[src/rtl/mem_image_loader.sv]
// Streams a program image into a word-addressed memory after zero-filling it,
// holding the processor in reset until a complete image has been written.
module mem_image_loader #(
    parameter int          D_SIZE  = 32,
    parameter int          DEPTH   = 1024,
    parameter logic [5:0]  HALT_OP = 6'b010001,
    localparam int         AW      = $clog2(DEPTH)
) (
    input  logic              clk,
    input  logic              rst,
    input  logic              start,
    input  logic              s_valid,
    input  logic [D_SIZE-1:0] s_data,
    input  logic              s_last,
    output logic              s_ready,
    output logic              mem_we,
    output logic [AW-1:0]     mem_addr,
    output logic [D_SIZE-1:0] mem_wdata,
    output logic              core_rst_n,
    output logic              busy,
    output logic              done,
    output logic              err,
    output logic              halt_seen,
    output logic [AW:0]       word_cnt
);

    typedef enum logic [2:0] {
        IDLE  = 3'd0,
        CLEAR = 3'd1,
        LOAD  = 3'd2,
        DONE  = 3'd3,
        ERR   = 3'd4
    } state_e;

    localparam logic [AW-1:0] LAST_ADDR = AW'(DEPTH - 1);
    localparam logic [AW-1:0] PTR_ZERO  = {AW{1'b0}};
    localparam logic [AW-1:0] PTR_ONE   = {{(AW-1){1'b0}}, 1'b1};
    localparam logic [AW:0]   CNT_ZERO  = {(AW+1){1'b0}};
    localparam logic [AW:0]   CNT_ONE   = {{AW{1'b0}}, 1'b1};

    function automatic logic is_halt(input logic [D_SIZE-1:0] word);
        return (word[31:26] == HALT_OP);
    endfunction

    state_e              state_q, state_d;
    logic [AW-1:0]       clr_ptr_q, clr_ptr_d;
    logic [AW-1:0]       wr_ptr_q, wr_ptr_d;
    logic [AW:0]         word_cnt_q, word_cnt_d;
    logic                halt_seen_q, halt_seen_d;
    logic                mem_we_q, mem_we_d;
    logic [AW-1:0]       mem_addr_q, mem_addr_d;
    logic [D_SIZE-1:0]   mem_wdata_q, mem_wdata_d;
    logic                core_rst_n_q, core_rst_n_d;
    logic                busy_q, busy_d;
    logic                done_q, done_d;
    logic                err_q, err_d;
    logic                accept_s;

    assign s_ready  = (state_q == LOAD);
    assign accept_s = s_valid && s_ready;

    // Next-state, pointer and registered-output decode
    always_comb begin
        state_d     = state_q;
        clr_ptr_d   = clr_ptr_q;
        wr_ptr_d    = wr_ptr_q;
        word_cnt_d  = word_cnt_q;
        halt_seen_d = halt_seen_q;
        mem_we_d    = 1'b0;
        mem_addr_d  = mem_addr_q;
        mem_wdata_d = mem_wdata_q;
        case (state_q)
            IDLE, DONE, ERR: begin
                if (start) begin
                    state_d     = CLEAR;
                    clr_ptr_d   = PTR_ZERO;
                    wr_ptr_d    = PTR_ZERO;
                    word_cnt_d  = CNT_ZERO;
                    halt_seen_d = 1'b0;
                end else begin
                    state_d = state_q;
                end
            end
            CLEAR: begin
                mem_we_d    = 1'b1;
                mem_addr_d  = clr_ptr_q;
                mem_wdata_d = {D_SIZE{1'b0}};
                if (clr_ptr_q == LAST_ADDR) begin
                    state_d  = LOAD;
                    wr_ptr_d = PTR_ZERO;
                end else begin
                    clr_ptr_d = clr_ptr_q + PTR_ONE;
                end
            end
            LOAD: begin
                if (accept_s) begin
                    mem_we_d    = 1'b1;
                    mem_addr_d  = wr_ptr_q;
                    mem_wdata_d = s_data;
                    word_cnt_d  = word_cnt_q + CNT_ONE;
                    halt_seen_d = halt_seen_q | is_halt(s_data);
                    // The pointer never wraps: a full memory either completes or errors.
                    if (s_last) begin
                        state_d = DONE;
                    end else if (wr_ptr_q == LAST_ADDR) begin
                        state_d = ERR;
                    end else begin
                        wr_ptr_d = wr_ptr_q + PTR_ONE;
                    end
                end else begin
                    state_d = LOAD;
                end
            end
            default: begin
                state_d = IDLE;
            end
        endcase
        busy_d       = (state_d == CLEAR) || (state_d == LOAD);
        done_d       = (state_d == DONE);
        err_d        = (state_d == ERR);
        core_rst_n_d = (state_d == DONE);
    end

    // State and output registers with asynchronous active-low reset
    always_ff @(posedge clk or negedge rst) begin
        if (!rst) begin
            state_q      <= IDLE;
            clr_ptr_q    <= PTR_ZERO;
            wr_ptr_q     <= PTR_ZERO;
            word_cnt_q   <= CNT_ZERO;
            halt_seen_q  <= 1'b0;
            mem_we_q     <= 1'b0;
            mem_addr_q   <= PTR_ZERO;
            mem_wdata_q  <= {D_SIZE{1'b0}};
            core_rst_n_q <= 1'b0;
            busy_q       <= 1'b0;
            done_q       <= 1'b0;
            err_q        <= 1'b0;
        end else begin
            state_q      <= state_d;
            clr_ptr_q    <= clr_ptr_d;
            wr_ptr_q     <= wr_ptr_d;
            word_cnt_q   <= word_cnt_d;
            halt_seen_q  <= halt_seen_d;
            mem_we_q     <= mem_we_d;
            mem_addr_q   <= mem_addr_d;
            mem_wdata_q  <= mem_wdata_d;
            core_rst_n_q <= core_rst_n_d;
            busy_q       <= busy_d;
            done_q       <= done_d;
            err_q        <= err_d;
        end
    end

    assign mem_we     = mem_we_q;
    assign mem_addr   = mem_addr_q;
    assign mem_wdata  = mem_wdata_q;
    assign core_rst_n = core_rst_n_q;
    assign busy       = busy_q;
    assign done       = done_q;
    assign err        = err_q;
    assign halt_seen  = halt_seen_q;
    assign word_cnt   = word_cnt_q;

endmodule
[config.mk]
export PLATFORM = sky130hd
export DESIGN_NAME = mem_image_loader
export DESIGN_NICKNAME = d
export VERILOG_FILES = /design/src/rtl/mem_image_loader.sv
export SDC_FILE = /design/constraint.sdc
export NUM_CORES = 1
export LEC_CHECK = 0
export CAP_MARGIN = 20
export CORE_MARGIN = 2
export CORE_UTILIZATION = 53
export DETAILED_ROUTE_END_ITERATION = 6
export GPL_ROUTABILITY_DRIVEN = 0
export GPL_TIMING_DRIVEN = 0
export PLACE_DENSITY = 0.89
export SYNTH_ARGS = -nofsm -noshare
export SYNTH_HDL_FRONTEND = slang
export SYNTH_SLANG_ARGS = --single-unit
[constraint.sdc]
create_clock -name clk -period 3.6 [get_ports clk]
set_clock_uncertainty 0.2 [all_clocks]
set_input_delay 0.9 -clock clk [delete_from_list [all_inputs] [get_ports clk]]
set_output_delay 0.9 -clock clk [all_outputs]
set_load 0.01 [all_outputs]
==> metrics.txt, run 1 <==
status=completed; # clock sinks=81; Seq cells post-synth=around 80; Syn Area/Cell=about 9.2 µm²; initial drt markers=roughly 210; Post-synth EDFFs=0; Rel. slew slack=a little under half; post-synthesis mux area share=approximately 1.7%; total core area=~6900 µm²; RSZ-0062 raised after global routing=false; Synthesized Nets=453; Layout Cells excl Fill=620; RR Endpoint=mem_wdata[30]; pre-CTS setup slack=309 ps; CP startpoint=state_q[2]; Max Buffers Root-to-Sink=2; Inst Count DP=605; Die Ht=88.8 µm; post-synthesis async set-or-reset flop share=between 90% and 100%; xor/xnor cell area share of the yosys netlist=under 10%; min cycle time layout=between 3000 and 4000 ps; sequential fraction of the synthesis area=a little over half; # diodes=0; Post-Synth Simple-Gate Area=between 20 and 25%; MaxCap Viol Count=0; setup violation total in the final timing report=0; Mapped Area=approximately 3800 µm²; top_reg_cell synth=dfrtp_1; GRT Residual Overflow=0; crit path DAT=2350 ps; capture point of the critical path=s_ready; CTS tree=yes; WL final=9.22 mm; Setup Fix Bufs, Post-CTS=0; largest family of logic cells by synthesized area=simple AND/OR/NAND/NOR gates; yosys warns=0; fmax=0.290 GHz; CTS clk-pin slew, worst paths=roughly 80 ps; vias in the first global route=roughly 3200; Die X=between 80 and 90 µm; Fin. Hold Viols=0; hold crit path type=flop to flop; post-route ant nets=0; CP Max Fanout=19; PnR worst setup slack=149 ps; vias post-DR=roughly 3400; Pwr per Cell Area=between 300 and 400 nW/µm²; # rows=30; Fillers=480; final net count=between 500 and 600; worst-skew pair later-pin latency=~350 ps; clk root buf=clkbuf_8; max-slew violations=0; Worst EP required=roughly 2500 ps; post-synth top area cell=dfrtp_1; worst r2r path cells=8; Worst Tran Pin Value=between 800 and 900 ps; vias per cell=about 5.6; reg2reg start=state_q[2]; IO Count=97; commonest non-fill, non-tap cells in the layout=nand2_1, clkdlybuf4s50_1, dfrtp_1; Initial Util=around 55%; post-synthesis cell type count=48; wire per inst=14.9 µm; die area=a little under 8000 µm²; Post-Synth Adder-Cell Area=less than 1%; first-pass GRT wire length=between 10 and 15 mm; sum of negative setup slack=0 ps; Crit. End Element=output port; Synth Area in Compound Gates=between 10% and 20%; Worst setup SP type=flop; GRT Total Usage=roughly 24%; period utilization=between 90% and 100%; DP Wirelength=~6.7 mm; DRC violations left=0; area fraction of the dominant cell type after synthesis=~53%; cells after synthesis=413; maximum VDD drop=~220 µV; I/O Buffers=between 90 and 100; most common cell after layout, fill and taps aside=nand2_1; largest net degree at the start of global routing=44; ratio of cells with drive above 1 in the final layout=7.25%; worst min-delay path startpoint=mem_wdata[14]; Layout Area Growth over Synthesis=33.3%; largest cells by area after synthesis=dfrtp_1, nand2_1, o21ai_0; reg-to-reg slack, setup=roughly 1100 ps; initial antenna violation count=0; CTS buffer count=9; critical path type=flop to output port; H-tree Lvls=3; CTS Hold Buffers Added=0; drt first pass iters=4; Lkg Pwr=roughly 2.2 nW
[repair_timing]
action | 4_1_cts | 5_1_grt
hold endpoints to repair | 0 | 0
gates resized for setup | 0 | 2
setup endpoints to repair | 1 | 1
pin swaps | 0 | 0
[flip-flops by register name (all words and copies together), names as in the netlist, 3 cells and up]
register   cells
state_q        3
mem_wdata     32
wr_ptr_q      10
mem_addr      10
word_cnt      11
clr_ptr_q     10
[final cells by class]
| type | count | area, µm² | share of cell area, % |
|---|---|---|---|
| timing repair buffer | 96 | 968 | 19.1 |
| buffer | 22 | 118 | 2.32 |
| tap | 96 | 120 | 2.37 |
| clock inverter | 5 | 30.0 | 0.592 |
| inverter | 6 | 25.0 | 0.493 |
| clock buffer | 11 | 151 | 2.98 |
| multi-input combinational | 303 | 1640 | 32.2 |
| sequential | 81 | 2030 | 39.9 |
[through the flow]
step	power, W	instance area (µm²)	hold WS, ps	util, %
floorplan	0.00116	3810	291	-
detailed placement	0.00132	4900	270	71.3
CTS	0.00192	5070	287	73.8
finish	0.00191	5070	284	73.9
global route	0.00199	5070	307	73.9
global placement	0.00130	4880	261	71.0
[cells by family after synthesis]
kind of cell               Yosys count
and+or+nand+nor                    184
AOI/OAI and AO/OA                  100
adders and majority gates            3
DFF                                 81
xor gates and xnor gates            10
buffers and inverters               29
muxes                                6
[metal layers]
layer / global-route usage, % / up-vias / wire length [µm]
li1: - / 1654 / -
met1: 31.2 / 1665 / 4000
met2: 40.2 / 115 / 4530
met3: 4.57 / 15 / 519
met4: 9.23 / 0 / 163
met5: 0 / - / 0
[worst min path at each step]
stage | cells past startpoint | slack (ps) | end
floorplan | 1 | 290 | wr_ptr_q[3]
global placement | 2 | 260 | mem_wdata[29]
detailed placement | 2 | 270 | mem_wdata[12]
CTS | 2 | 290 | mem_wdata[17]
global route | 2 | 310 | mem_wdata[9]
finish | 2 | 280 | mem_wdata[14]
[report_power, final]
part | leakage, nW | internal, W | switching, W
Sequential | 1.09 | 0.000973 | 0.0000674
Clock | 0.0911 | 0.000285 | 0.000326
Combinational | 1.01 | 0.000151 | 0.000109
[cells in the mapped netlist, types with 2 or more instances]
master	instances
nand2_1	103
dfrtp_1	81
o21ai_0	48
nor2_1	26
a21oi_1	17
buf_2	12
a31oi_1	11
nand3_1	9
clkbuf_1	8
o31ai_1	8
nand4_1	7
nand2b_1	6
xnor2_1	6
and4_1	5
and3_1	4
inv_1	4
o21a_1	4
or4_1	4
xor2_1	4
a32o_1	3
ha_1	3
mux2_2	3
mux2i_1	3
nor3_1	3
a21o_1	2
a41oi_1	2
and2_1	2
buf_6	2
nor4_1	2
or2_1	2
or3_1	2
[worst max-delay path, stage by stage, from the launching register on]
cell             delay (ps)
dfrtp_1                 480
nand2b_1                220
or2_1                   220
buf_2                   180
inv_2                    90
buf_4                   240
clkdlybuf4s50_1         570
(Power assumes the default switching activity.)
==> run 2, diff against run 1 <==
--- a/config.mk
+++ b/config.mk
@@ -8,6 +8,7 @@
 export CAP_MARGIN = 20
 export CORE_MARGIN = 2
 export CORE_UTILIZATION = 53
+export CTS_BUF_LIST = sky130_fd_sc_hd__clkbuf_16
 export DETAILED_ROUTE_END_ITERATION = 6
 export GPL_ROUTABILITY_DRIVEN = 0
 export GPL_TIMING_DRIVEN = 0
==> metrics.txt, run 2 (synthesis results as in run 1) <==
Seq pwr share=49.3% (was 54.5%); # rows=30 (unchanged); H-tree Lvls=3 (unchanged); Layout Area Growth over Synthesis=35.4% (was 33.3%); setup violation total in the final timing report=0 (unchanged); # clock sinks=81 (unchanged); RSZ-0062 raised after global routing=false (unchanged); commonest non-fill, non-tap cells in the layout=nand2_1, clkdlybuf4s50_1, dfrtp_1 (unchanged); CTS buffer count=9 (unchanged); Worst EP required=2500 ps (about the same); final net count=559 (unchanged); Initial Util=55.4% (unchanged); GRT Residual Overflow=0 (unchanged); logic gate share of total power=12.3% (was 13.6%); status=completed (unchanged); min cycle time layout=3470 ps (was 3450 ps); most common cell after layout, fill and taps aside=nand2_1 (unchanged); CP Max Fanout=19 (unchanged); GRT Total Usage=24.6% (was 24.1%); Pwr per Cell Area=410 nW/µm² (was 376 nW/µm²); Worst setup SP type=flop (unchanged); first-pass GRT wire length=15.0 mm (was 14.7 mm); initial antenna violation count=0 (unchanged); Setup Fix Bufs, Post-CTS=0 (unchanged); CTS Hold Buffers Added=0 (unchanged); crit path DAT=2370 ps (was 2350 ps); worst hold slack=280 ps (was 284 ps); maximum VDD drop=242 µV (was 225 µV); WL final=9.48 mm (was 9.22 mm); MaxCap Viol Count=0 (unchanged); Die X=88.8 µm (unchanged); wire per inst=15.3 µm (was 14.9 µm); Max Buffers Root-to-Sink=2 (unchanged); Largest register FFs=32 (unchanged); vias post-DR=3495 (was 3449); Die Ht=88.8 µm (unchanged); CTS clk-pin slew, worst paths=60 ps (was 80 ps); worst-skew pair later-pin latency=330 ps (was 350 ps); switch share=25.1% (was 26.3%); vias in the first global route=3315 (was 3231); hold crit path type=flop to flop (unchanged); largest net degree at the start of global routing=44 (unchanged); max-slew violations=0 (unchanged); Lkg Pwr=2.23 nW (was 2.19 nW); ratio of cells with drive above 1 in the final layout=6.87% (was 7.25%); clk root buf=clkbuf_16 (was clkbuf_8); fmax=0.288 GHz (was 0.290 GHz); # diodes=0 (unchanged); Switch Pwr=0.000530 W (was 0.000502 W); critical path type=flop to output port (unchanged); period utilization=96.3% (was 95.9%); Fin. Hold Viols=0 (unchanged); post-route ant nets=0 (unchanged); vias per cell=5.64 (was 5.56); Rel. slew slack=44.1% (was 45.7%); IO Count=97 (unchanged); DP Wirelength=6.73 mm (unchanged); Internal Power=0.00158 W (was 0.00141 W); I/O Buffers=95 (unchanged); initial drt markers=259 (was 212); drt first pass iters=5 (was 4); post-layout util=75.1% (was 73.9%); Crit. End Element=output port (unchanged); die area=7880 µm² (unchanged); clock power share=38.4% (was 31.9%); DRC violations left=0 (unchanged); Worst Tran Pin Value=830 ps (was 807 ps); CTS tree=yes (unchanged); total core area=6870 µm² (unchanged)
run 2: cell types whose count changed in the layout (fill, tap and decap cells not counted), sizes merged:
| cell | delta |
|---|---|
| clkbuf | -1 |
| buf | -1 |
| clkinv | +2 |
run 2: layout make-up:
type | instances | area, µm²
Sequential cell | 81 | 2030
Fill cell | 476 | 1710
Multi-Input combinational cell | 303 | 1640
Timing Repair Buffer | 96 | 968
Clock buffer | 9 | 225
Tap cell | 96 | 120
Buffer | 22 | 118
Clock inverter | 7 | 37.5
Inverter | 6 | 25.0
run 2: stage by stage:
stage               setup slack [ps]  std cells  cell area, µm²  setup TNS (ps)  power (W)
floorplan                       1130        413            3810               0    0.00116
global placement               -1340        604            4880         -108260    0.00130
detailed placement               309        605            4900               0    0.00132
CTS                             57.2        620            5150               0    0.00212
global route                    30.9        620            5160               0    0.00219
finish                           133        620            5160               0    0.00211
run 2: repair_timing:
| action | in CTS | in global routing |
|---|---|---|
| endpoints found under the setup margin | 1 | 1 |
| pin swaps | 0 | 0 |
| gates resized for setup | 0 | 1 |
| cloned | 0 | 0 |
run 2: routing by layer:
metal  vias to the layer above  GRT usage (%)  part of all wire, %
met5                         -              0                    0
met4                         0           8.82                  1.7
met3                        20           4.38                  7.0
met2                       146           41.7                   49
met1                      1673           31.8                   43
li1                       1656              -                    -
run 2: worst paths after layout:
kind,start,to,slack (ps),cells past startpoint
worst max-delay path,state_q[2],s_ready,130,6
worst min-delay path,mem_wdata[14],mem_wdata[14],280,2
worst max register to register,state_q[2],mem_wdata[1],1140,8
worst min register to register,mem_wdata[14],mem_wdata[14],280,2
max in group asynchronous,rst,wr_ptr_q[3],2250,2
min in group asynchronous,rst,mem_wdata[2],340,1
run 2: power by group through the flow:
| stage | clock network [W] | logic [W] | registers (W) |
|---|---|---|---|
| final | 0.000811 | 0.000261 | 0.00104 |
| after global routing | 0.000855 | 0.000285 | 0.00105 |
| after CTS | 0.000816 | 0.000264 | 0.00104 |
| after detailed placement | 0 | 0.000261 | 0.00106 |
| after global placement | 0 | 0.000252 | 0.00105 |
| after floorplan | 0 | 0.000104 | 0.00105 |
run 2: critical path: stages (launching register included):
cell and delay (ps):
dfrtp_1 470, nand2b_1 220, or2_1 220, buf_2 190, inv_2 90, clkbuf_4 270, clkdlybuf4s50_1 580
